File: config.mk
export PLATFORM = sky130hd
export DESIGN_NAME = cache_assoc_wb_flat
export DESIGN_NICKNAME = d
export VERILOG_FILES = /design/src/rtl/cache_assoc_wb_if.sv /design/src/rtl/cache_assoc_wb.sv /design/src/flat_wrapper.sv
export SDC_FILE = /design/constraint.sdc
export NUM_CORES = 2
export LEC_CHECK = 0
export CORE_MARGIN = 2
export CORE_UTILIZATION = 40
export DETAILED_ROUTE_END_ITERATION = 7
export PLACE_DENSITY = 0.59
export SKIP_LAST_GASP = 1
export SLEW_MARGIN = 0
export SYNTH_ARGS = -nofsm -noshare
export SYNTH_HDL_FRONTEND = slang
export SYNTH_SLANG_ARGS = --single-unit
File: constraint.sdc
create_clock -name clk -period 17.6 [get_ports clk]
set_clock_uncertainty 0.05 [all_clocks]
set_input_delay 2.64 -clock clk [delete_from_list [all_inputs] [get_ports clk]]
set_output_delay 2.64 -clock clk [all_outputs]
set_load 0.005 [all_outputs]
File: src/rtl/cache_assoc_wb_if.sv
// Processor/memory bus of the set-associative L1 data cache.
// master : the environment (processor requests and memory responses)
// slave  : the cache (processor responses and memory requests)
// Signals:
//   proc_read/proc_write/proc_addr/proc_wdata  processor request
//   proc_rdata/proc_stall                      processor response
//   mem_read/mem_write/mem_addr/mem_wdata      block request to memory
//   mem_rdata/mem_ready                        block response from memory
interface cache_assoc_wb_if #(
   parameter int ADDR_W    = 30,
   parameter int WORD_W    = 32,
   parameter int BLK_WORDS = 4
);
   localparam int OFF_W = $clog2(BLK_WORDS);
   localparam int BLK_W = WORD_W * BLK_WORDS;

   logic                    proc_read;
   logic                    proc_write;
   logic [ADDR_W-1:0]       proc_addr;
   logic [WORD_W-1:0]       proc_wdata;
   logic [WORD_W-1:0]       proc_rdata;
   logic                    proc_stall;
   logic                    mem_read;
   logic                    mem_write;
   logic [ADDR_W-OFF_W-1:0] mem_addr;
   logic [BLK_W-1:0]        mem_wdata;
   logic [BLK_W-1:0]        mem_rdata;
   logic                    mem_ready;

   modport master (
      output proc_read, proc_write, proc_addr, proc_wdata, mem_rdata, mem_ready,
      input  proc_rdata, proc_stall, mem_read, mem_write, mem_addr, mem_wdata
   );

   modport slave (
      input  proc_read, proc_write, proc_addr, proc_wdata, mem_rdata, mem_ready,
      output proc_rdata, proc_stall, mem_read, mem_write, mem_addr, mem_wdata
   );
endinterface

File: src/rtl/cache_assoc_wb.sv
// Parametrised L1 data cache: SETS sets, WAYS (1 or 2) ways with LRU
// replacement, write-through or write-back (dirty bits), write-allocate.
// Ports:
//   clk           clock, all state on rising edge
//   proc_reset_n  synchronous active-low reset
//   bus           cache_assoc_wb_if.slave (processor and memory handshakes)
// Read hits complete in the request cycle; misses fetch a block (after
// writing back a dirty victim); write-through stores wait for memory.
module cache_assoc_wb #(
   parameter int SETS       = 8,
   parameter int WAYS       = 2,
   parameter int WRITE_BACK = 1,
   parameter int ADDR_W     = 30,
   parameter int WORD_W     = 32,
   parameter int BLK_WORDS  = 4
) (
   input logic              clk,
   input logic              proc_reset_n,
   cache_assoc_wb_if.slave  bus
);
   localparam int INDEX_W = $clog2(SETS);
   localparam int OFF_W   = $clog2(BLK_WORDS);
   localparam int BLK_W   = WORD_W * BLK_WORDS;
   localparam int TAG_W   = ADDR_W - INDEX_W - OFF_W;
   localparam int BADDR_W = ADDR_W - OFF_W;

   typedef enum logic [1:0] {IDLE, WB_WRITE, ALLOC, WT_WRITE} state_t;

   state_t               state_q, state_d;
   logic                 valid_q [WAYS][SETS];
   logic                 dirty_q [WAYS][SETS];
   logic [TAG_W-1:0]     tag_q   [WAYS][SETS];
   logic [BLK_W-1:0]     data_q  [WAYS][SETS];
   logic                 lru_q   [SETS];
   logic                 vict_q, vict_d;
   logic                 mem_read_q, mem_read_d;
   logic                 mem_write_q, mem_write_d;
   logic [BADDR_W-1:0]   mem_addr_q, mem_addr_d;
   logic [BLK_W-1:0]     mem_wdata_q, mem_wdata_d;

   logic [INDEX_W-1:0]   idx;
   logic [OFF_W-1:0]     off;
   logic [TAG_W-1:0]     tag;
   logic [BADDR_W-1:0]   blk_addr;
   logic                 req, wr;
   logic [WAYS-1:0]      hit_w;
   logic                 hit, hit_way, victim;
   logic                 stall;
   logic [WORD_W-1:0]    rdata;
   logic                 line_we, line_way;
   logic [BLK_W-1:0]     line_data;
   logic                 dirty_we, dirty_val, lru_we;

   function automatic logic [WORD_W-1:0] get_word(input logic [BLK_W-1:0] blk,
                                                  input logic [OFF_W-1:0] o);
      return blk[WORD_W*o +: WORD_W];
   endfunction

   function automatic logic [BLK_W-1:0] put_word(input logic [BLK_W-1:0] blk,
                                                 input logic [OFF_W-1:0] o,
                                                 input logic [WORD_W-1:0] w);
      logic [BLK_W-1:0] r;
      r = blk;
      r[WORD_W*o +: WORD_W] = w;
      return r;
   endfunction

   assign idx      = bus.proc_addr[OFF_W +: INDEX_W];
   assign off      = bus.proc_addr[OFF_W-1:0];
   assign tag      = bus.proc_addr[ADDR_W-1 -: TAG_W];
   assign blk_addr = bus.proc_addr[ADDR_W-1:OFF_W];
   assign req      = bus.proc_read | bus.proc_write;
   assign wr       = bus.proc_write;   // write wins when both are asserted

   always_comb begin
      hit_way = 1'b0;
      // Lowest invalid way is preferred; otherwise the LRU pointer names the victim.
      victim  = (WAYS == 2) ? lru_q[idx] : 1'b0;
      for (int w = 0; w < WAYS; w++) begin
         hit_w[w] = valid_q[w][idx] && (tag_q[w][idx] == tag);
      end
      for (int w = WAYS - 1; w >= 0; w--) begin
         if (hit_w[w]) hit_way = w[0];
         if (!valid_q[w][idx]) victim = w[0];
      end
      hit = |hit_w;
   end

   always_comb begin
      state_d     = state_q;
      vict_d      = vict_q;
      mem_read_d  = mem_read_q;
      mem_write_d = mem_write_q;
      mem_addr_d  = mem_addr_q;
      mem_wdata_d = mem_wdata_q;
      stall       = 1'b0;
      rdata       = '0;
      line_we     = 1'b0;
      line_way    = hit_way;
      line_data   = '0;
      dirty_we    = 1'b0;
      dirty_val   = 1'b0;
      lru_we      = 1'b0;
      case (state_q)
         IDLE: begin
            if (req && hit) begin
               lru_we = 1'b1;
               if (wr) begin
                  line_we   = 1'b1;
                  line_data = put_word(data_q[hit_way][idx], off, bus.proc_wdata);
                  if (WRITE_BACK != 0) begin
                     dirty_we  = 1'b1;
                     dirty_val = 1'b1;
                  end else begin
                     stall       = 1'b1;
                     state_d     = WT_WRITE;
                     mem_write_d = 1'b1;
                     mem_addr_d  = blk_addr;
                     mem_wdata_d = line_data;
                  end
               end else begin
                  rdata = get_word(data_q[hit_way][idx], off);
               end
            end else if (req) begin
               stall  = 1'b1;
               vict_d = victim;
               if (WRITE_BACK != 0 && valid_q[victim][idx] && dirty_q[victim][idx]) begin
                  state_d     = WB_WRITE;
                  mem_write_d = 1'b1;
                  mem_addr_d  = {tag_q[victim][idx], idx};
                  mem_wdata_d = data_q[victim][idx];
               end else begin
                  state_d    = ALLOC;
                  mem_read_d = 1'b1;
                  mem_addr_d = blk_addr;
               end
            end
         end
         WB_WRITE: begin
            stall = 1'b1;
            if (bus.mem_ready) begin
               state_d     = ALLOC;
               mem_write_d = 1'b0;
               mem_read_d  = 1'b1;
               mem_addr_d  = blk_addr;
               line_way    = vict_q;
               dirty_we    = 1'b1;
            end
         end
         ALLOC: begin
            stall = 1'b1;
            if (bus.mem_ready) begin
               line_we    = 1'b1;
               line_way   = vict_q;
               line_data  = bus.mem_rdata;
               lru_we     = 1'b1;
               dirty_we   = 1'b1;
               mem_read_d = 1'b0;
               if (wr) begin
                  line_data = put_word(bus.mem_rdata, off, bus.proc_wdata);
                  if (WRITE_BACK != 0) begin
                     dirty_val = 1'b1;
                     stall     = 1'b0;
                     state_d   = IDLE;
                  end else begin
                     state_d     = WT_WRITE;
                     mem_write_d = 1'b1;
                     mem_wdata_d = line_data;
                  end
               end else begin
                  rdata   = get_word(bus.mem_rdata, off);
                  stall   = 1'b0;
                  state_d = IDLE;
               end
            end
         end
         WT_WRITE: begin
            stall = 1'b1;
            if (bus.mem_ready) begin
               stall       = 1'b0;
               mem_write_d = 1'b0;
               state_d     = IDLE;
            end
         end
         default: state_d = IDLE;
      endcase
   end

   always_ff @(posedge clk) begin
      if (!proc_reset_n) begin
         state_q     <= IDLE;
         vict_q      <= 1'b0;
         mem_read_q  <= 1'b0;
         mem_write_q <= 1'b0;
         mem_addr_q  <= '0;
         mem_wdata_q <= '0;
         for (int w = 0; w < WAYS; w++) begin
            for (int s = 0; s < SETS; s++) begin
               valid_q[w][s] <= 1'b0;
               dirty_q[w][s] <= 1'b0;
            end
         end
         for (int s = 0; s < SETS; s++) lru_q[s] <= 1'b0;
      end else begin
         state_q     <= state_d;
         vict_q      <= vict_d;
         mem_read_q  <= mem_read_d;
         mem_write_q <= mem_write_d;
         mem_addr_q  <= mem_addr_d;
         mem_wdata_q <= mem_wdata_d;
         if (line_we) valid_q[line_way][idx] <= 1'b1;
         if (WRITE_BACK != 0 && dirty_we) dirty_q[line_way][idx] <= dirty_val;
         if (WAYS == 2 && lru_we) lru_q[idx] <= ~line_way;
      end
   end

   // Tag and data storage is qualified by valid bits, so it carries no reset.
   always_ff @(posedge clk) begin
      if (line_we) begin
         tag_q[line_way][idx]  <= tag;
         data_q[line_way][idx] <= line_data;
      end
   end

   assign bus.proc_stall = stall;
   assign bus.proc_rdata = rdata;
   assign bus.mem_read   = mem_read_q;
   assign bus.mem_write  = mem_write_q;
   assign bus.mem_addr   = mem_addr_q;
   assign bus.mem_wdata  = mem_wdata_q;
endmodule
File: src/flat_wrapper.sv
// flat-port wrapper written by rule: the top's interface ports become plain ports
module cache_assoc_wb_flat 
#(
   parameter int SETS       = 8,
   parameter int WAYS       = 2,
   parameter int WRITE_BACK = 1,
   parameter int ADDR_W     = 30,
   parameter int WORD_W     = 32,
   parameter int BLK_WORDS  = 4
)
  (clk, proc_reset_n, bus_proc_read, bus_proc_write, bus_proc_addr, bus_proc_wdata, bus_mem_rdata, bus_mem_ready, bus_proc_rdata, bus_proc_stall, bus_mem_read, bus_mem_write, bus_mem_addr, bus_mem_wdata);
  cache_assoc_wb_if #(.ADDR_W(ADDR_W), .WORD_W(WORD_W), .BLK_WORDS(BLK_WORDS)) bus_i ();
  input logic clk;
  input logic proc_reset_n;
  input wire logic [$bits(bus_i.proc_read)-1:0] bus_proc_read;
  input wire logic [$bits(bus_i.proc_write)-1:0] bus_proc_write;
  input wire logic [$bits(bus_i.proc_addr)-1:0] bus_proc_addr;
  input wire logic [$bits(bus_i.proc_wdata)-1:0] bus_proc_wdata;
  input wire logic [$bits(bus_i.mem_rdata)-1:0] bus_mem_rdata;
  input wire logic [$bits(bus_i.mem_ready)-1:0] bus_mem_ready;
  output wire logic [$bits(bus_i.proc_rdata)-1:0] bus_proc_rdata;
  output wire logic [$bits(bus_i.proc_stall)-1:0] bus_proc_stall;
  output wire logic [$bits(bus_i.mem_read)-1:0] bus_mem_read;
  output wire logic [$bits(bus_i.mem_write)-1:0] bus_mem_write;
  output wire logic [$bits(bus_i.mem_addr)-1:0] bus_mem_addr;
  output wire logic [$bits(bus_i.mem_wdata)-1:0] bus_mem_wdata;
  assign bus_i.proc_read = bus_proc_read;
  assign bus_i.proc_write = bus_proc_write;
  assign bus_i.proc_addr = bus_proc_addr;
  assign bus_i.proc_wdata = bus_proc_wdata;
  assign bus_i.mem_rdata = bus_mem_rdata;
  assign bus_i.mem_ready = bus_mem_ready;
  assign bus_proc_rdata = bus_i.proc_rdata;
  assign bus_proc_stall = bus_i.proc_stall;
  assign bus_mem_read = bus_i.mem_read;
  assign bus_mem_write = bus_i.mem_write;
  assign bus_mem_addr = bus_i.mem_addr;
  assign bus_mem_wdata = bus_i.mem_wdata;
  cache_assoc_wb #(.SETS(SETS), .WAYS(WAYS), .WRITE_BACK(WRITE_BACK), .ADDR_W(ADDR_W), .WORD_W(WORD_W), .BLK_WORDS(BLK_WORDS)) u_core (.clk(clk), .proc_reset_n(proc_reset_n), .bus(bus_i));
endmodule
==> results.ini <==
[global_route]
grt_remaining_overflow=0
grt_max_degree=134
grt_antenna_before_repair=45
first_global_vias=84682
grt_usage_pct=31.5
grt_pass1_wl_um=693000

[critical_path]
worstPathArrival_ns=11.14
critical_path_class=input port to primary output
cp_slowest_cell=buf_4
endpoint_kind=primary output
cp-start-kind=input port
regToRegSetupSlack_ns=9.25
worstPathCellList=buf_8, buf_4, nand2b_4, o22ai_1, a221oi_1, xnor2_1, nand4_1, nor4b_4, and2_4, buf_4, buf_4, mux2_2, o2111ai_1, nor3_1, a211oi_1, o211ai_1, clkdlybuf4s50_1
cpMostUsedCell=buf_4
required_ns=14.91
critPathMaxFanout=66
cp_slowest_stage_delay_ns=0.85

[timing]
maxSlewViolCount=17
finalHoldViolations=0
max_freq_mhz=72.3
fin_crit_ns=13.83
finalCritPeriodShare_pct=78.6
rsz0062_at_grt=false
worst_pin_slew_ns=1.56
tns_ns=0
max_slew_margin_pct=-3.69
finalSetupViolCount=0

[clocking]
cts_resized=0
clkSlewWorstSetupHoldPaths_ns=0.06
post_cts_buffers=0
cts_tree=built
clock_path_buffers=4
postCtsHoldBufs=0
clock-sinks=2649
clock_latency_ns=0.89
numCtsBuffers=292
cts_max_level=5
cts_root_buf=clkbuf_16

[drt]
drcViolationCount=1
viasPerCell=6.87
wl_per_cell_um=39.5
ant_nets=0
dr.pass1.iters=8
drtIter0Drc=15672
via_count=88833
routed_wl_um=511000

[pwr]
peakVddDrop_mv=0.0772
p_sw_mw=3.70
p_int_mw=10.9
power_frac_clock_pct=40.7
p_leak_nw=42.0
p_per_area_mw_per_mm2=102
switching_share_pct=25.3
total_power_mw=14.6
power.share.sequential_pct=48.2
p_comb_share_pct=11.1

[synthesis]
syn_avg_cell_area_sq_um=15.2
yosysUniqueCellTypes=84
ys_seq_area_share_pct=62.6
synth_edf_count=2478
synth_simple_gate_area_share_pct=5.97
synthMuxAreaShare_pct=20.1
synth_fa_ha_area_share_pct=0.0906
synth_xor_area_share_pct=0.204
synth_top_family_by_area=multiplexers
syn_area_sq_mm=0.124
async_reset_ff_share_pct=0
syn-instance-count=8197
synth_compound_area_share_pct=8.59
syn_nets=8401
yosysWarnings=0
synth-seq-cells=2649
ys.flop_type=edfxtp_1

[min_path]
hold_class=register to register

[floorplan]
die-area_sq_mm=0.315
die_height_um=562
rows=204
initial_core_util_pct=40.2
die_x_um=562
core_region_area_sq_mm=0.309
ios=386

[final_layout]
final_nets=8765
fin_area_sq_mm=0.143
syn_to_final_growth_pct=15.1
final_cell_mix=edfxtp_1 (2478), mux4_2 (729), nand2_1 (689)
fillers=26611
layout-drive-gt1-share_pct=20.6
final_core_util_pct=46.3
mostFrequentLayoutCell=edfxtp_1

[run_status]
failed_checks=design-rule violations, max-capacitance violations, max-slew violations
status=finished, violations left

[place]
gp_congestion=0.956
place_area_sq_mm=0.134
io_buffer_count=385
dp_hpwl_um=307000

[job]
drv_cap=1

[metrics by stage]
stage | hold slack [ns] | cells | setup slack [ns]
4_1_cts | 0.424 | 12902 | 3.94
2_1_floorplan | 0.400 | 8197 | 4.49
6_report | 0.426 | 12923 | 3.77
3_5_place_dp | 0.416 | 12383 | 3.92
5_1_grt | 0.440 | 12907 | 3.61
3_3_place_gp | 0.406 | 12383 | 3.94
[path summary, 6_finish.rpt]
path / endpoint / from / cells after the start
setup reg to reg: u_core.data_q[0][505] / u_core.tag_q[0][18] / 13
hold reg to reg: u_core.lru_q[0] / u_core.lru_q[0] / 2
hold / removal: u_core.lru_q[0] / u_core.lru_q[0] / 2
setup / recovery: bus_proc_rdata[19] / bus_proc_addr[3] / 17
[metal layers]
layer | part of all wire, % | vias up | routed length [um] | global-route usage (%)
li1 | - | 34099 | - | -
met4 | 7.0 | 32 | 36000 | 18.6
met3 | 13 | 1459 | 66000 | 7.87
met2 | 44 | 7388 | 225000 | 47.4
met1 | 36 | 45855 | 184000 | 41.3
met5 | 0.038 | - | 193 | 0
[cell usage after synthesis, types with 10 or more instances]
| cell type | number | area, sq um |
|---|---|---|
| a2111oi_0 | 36 | 315 |
| a211oi_1 | 125 | 938 |
| a21oi_1 | 257 | 1290 |
| a221o_1 | 10 | 100 |
| a221oi_1 | 48 | 420 |
| a22o_1 | 21 | 184 |
| a22oi_1 | 243 | 1820 |
| a311oi_1 | 36 | 315 |
| a32o_1 | 27 | 270 |
| a32oi_1 | 44 | 385 |
| and2_1 | 18 | 113 |
| and3_1 | 14 | 87.6 |
| and4_1 | 12 | 105 |
| buf_1 | 62 | 233 |
| buf_2 | 106 | 531 |
| buf_4 | 24 | 180 |
| buf_6 | 36 | 405 |
| clkbuf_1 | 438 | 1640 |
| dfxtp_1 | 171 | 3420 |
| edfxtp_1 | 2478 | 74400 |
| inv_1 | 14 | 52.6 |
| mux2_2 | 186 | 2090 |
| mux2i_1 | 641 | 6420 |
| mux4_2 | 729 | 16400 |
| nand2_1 | 702 | 2640 |
| nand2b_1 | 18 | 113 |
| nand3_1 | 57 | 285 |
| nand4_1 | 25 | 156 |
| nor2_1 | 580 | 2180 |
| nor3_1 | 99 | 495 |
| nor4_1 | 75 | 469 |
| o2111ai_1 | 18 | 158 |
| o211ai_1 | 22 | 165 |
| o21ai_0 | 145 | 726 |
| o22a_1 | 11 | 96.3 |
| o22ai_1 | 397 | 2480 |
| o2bb2ai_1 | 12 | 105 |
| o31ai_1 | 40 | 300 |
| or3_1 | 44 | 275 |
| or4_1 | 14 | 105 |
| xnor2_1 | 19 | 166 |
| xor2_1 | 10 | 87.6 |
[critical path, delay by kind of cell]
| kind | cells | cell delay, ns |
|---|---|---|
| buf+inv | 5 | 3.39 |
| mux | 1 | 0.42 |
| simple gates | 5 | 2.41 |
| compound gates | 5 | 1.64 |
| xor+xnor | 1 | 0.34 |
[power by group through the flow]
| stage | registers (mW) | logic (mW) | clock network, mW |
|---|---|---|---|
| after global placement | 7.18 | 1.56 | 0 |
| after CTS | 7.05 | 1.58 | 5.99 |
| after global routing | 7.06 | 1.66 | 6.23 |
| after floorplan | 7.16 | 0.833 | 0 |
| final | 7.05 | 1.62 | 5.96 |
| after detailed placement | 7.18 | 1.57 | 0 |
[flip-flops by register name (all words and copies together) (netlist names)]
register              count
u_core.bus.mem_addr      28
u_core.lru_q              8
u_core.bus.mem_read       1
u_core.dirty_q           16
u_core.bus.mem_write      1
u_core.bus.mem_wdata    128
u_core.valid_q           16
u_core.data_q          2048
u_core.tag_q            400
u_core.vict_q             1
u_core.state_q            2
[cell type report]
type / count / area (sq um) / share of cell area (%)
multi-input combinational: 4862 / 44100 / 30.8
tap: 4120 / 5150 / 3.60
clock inverter: 133 / 1160 / 0.809
sequential: 2649 / 77800 / 54.4
inverter: 18 / 83.8 / 0.0586
antenna: 17 / 42.5 / 0.0297
timing repair buffer: 738 / 6830 / 4.77
clock buffer: 386 / 7900 / 5.52
[logic make-up after synthesis]
| group | count (synthesis) |
|---|---|
| flip-flops | 2649 |
| AND/OR/NAND/NOR | 1705 |
| AO/OA/AOI/OAI | 1561 |
| multiplexers | 1558 |
| buffers and inverters | 686 |
| XOR/XNOR | 29 |
| adder cells (fa/ha/maj) | 9 |
(Power assumes the default switching activity.)
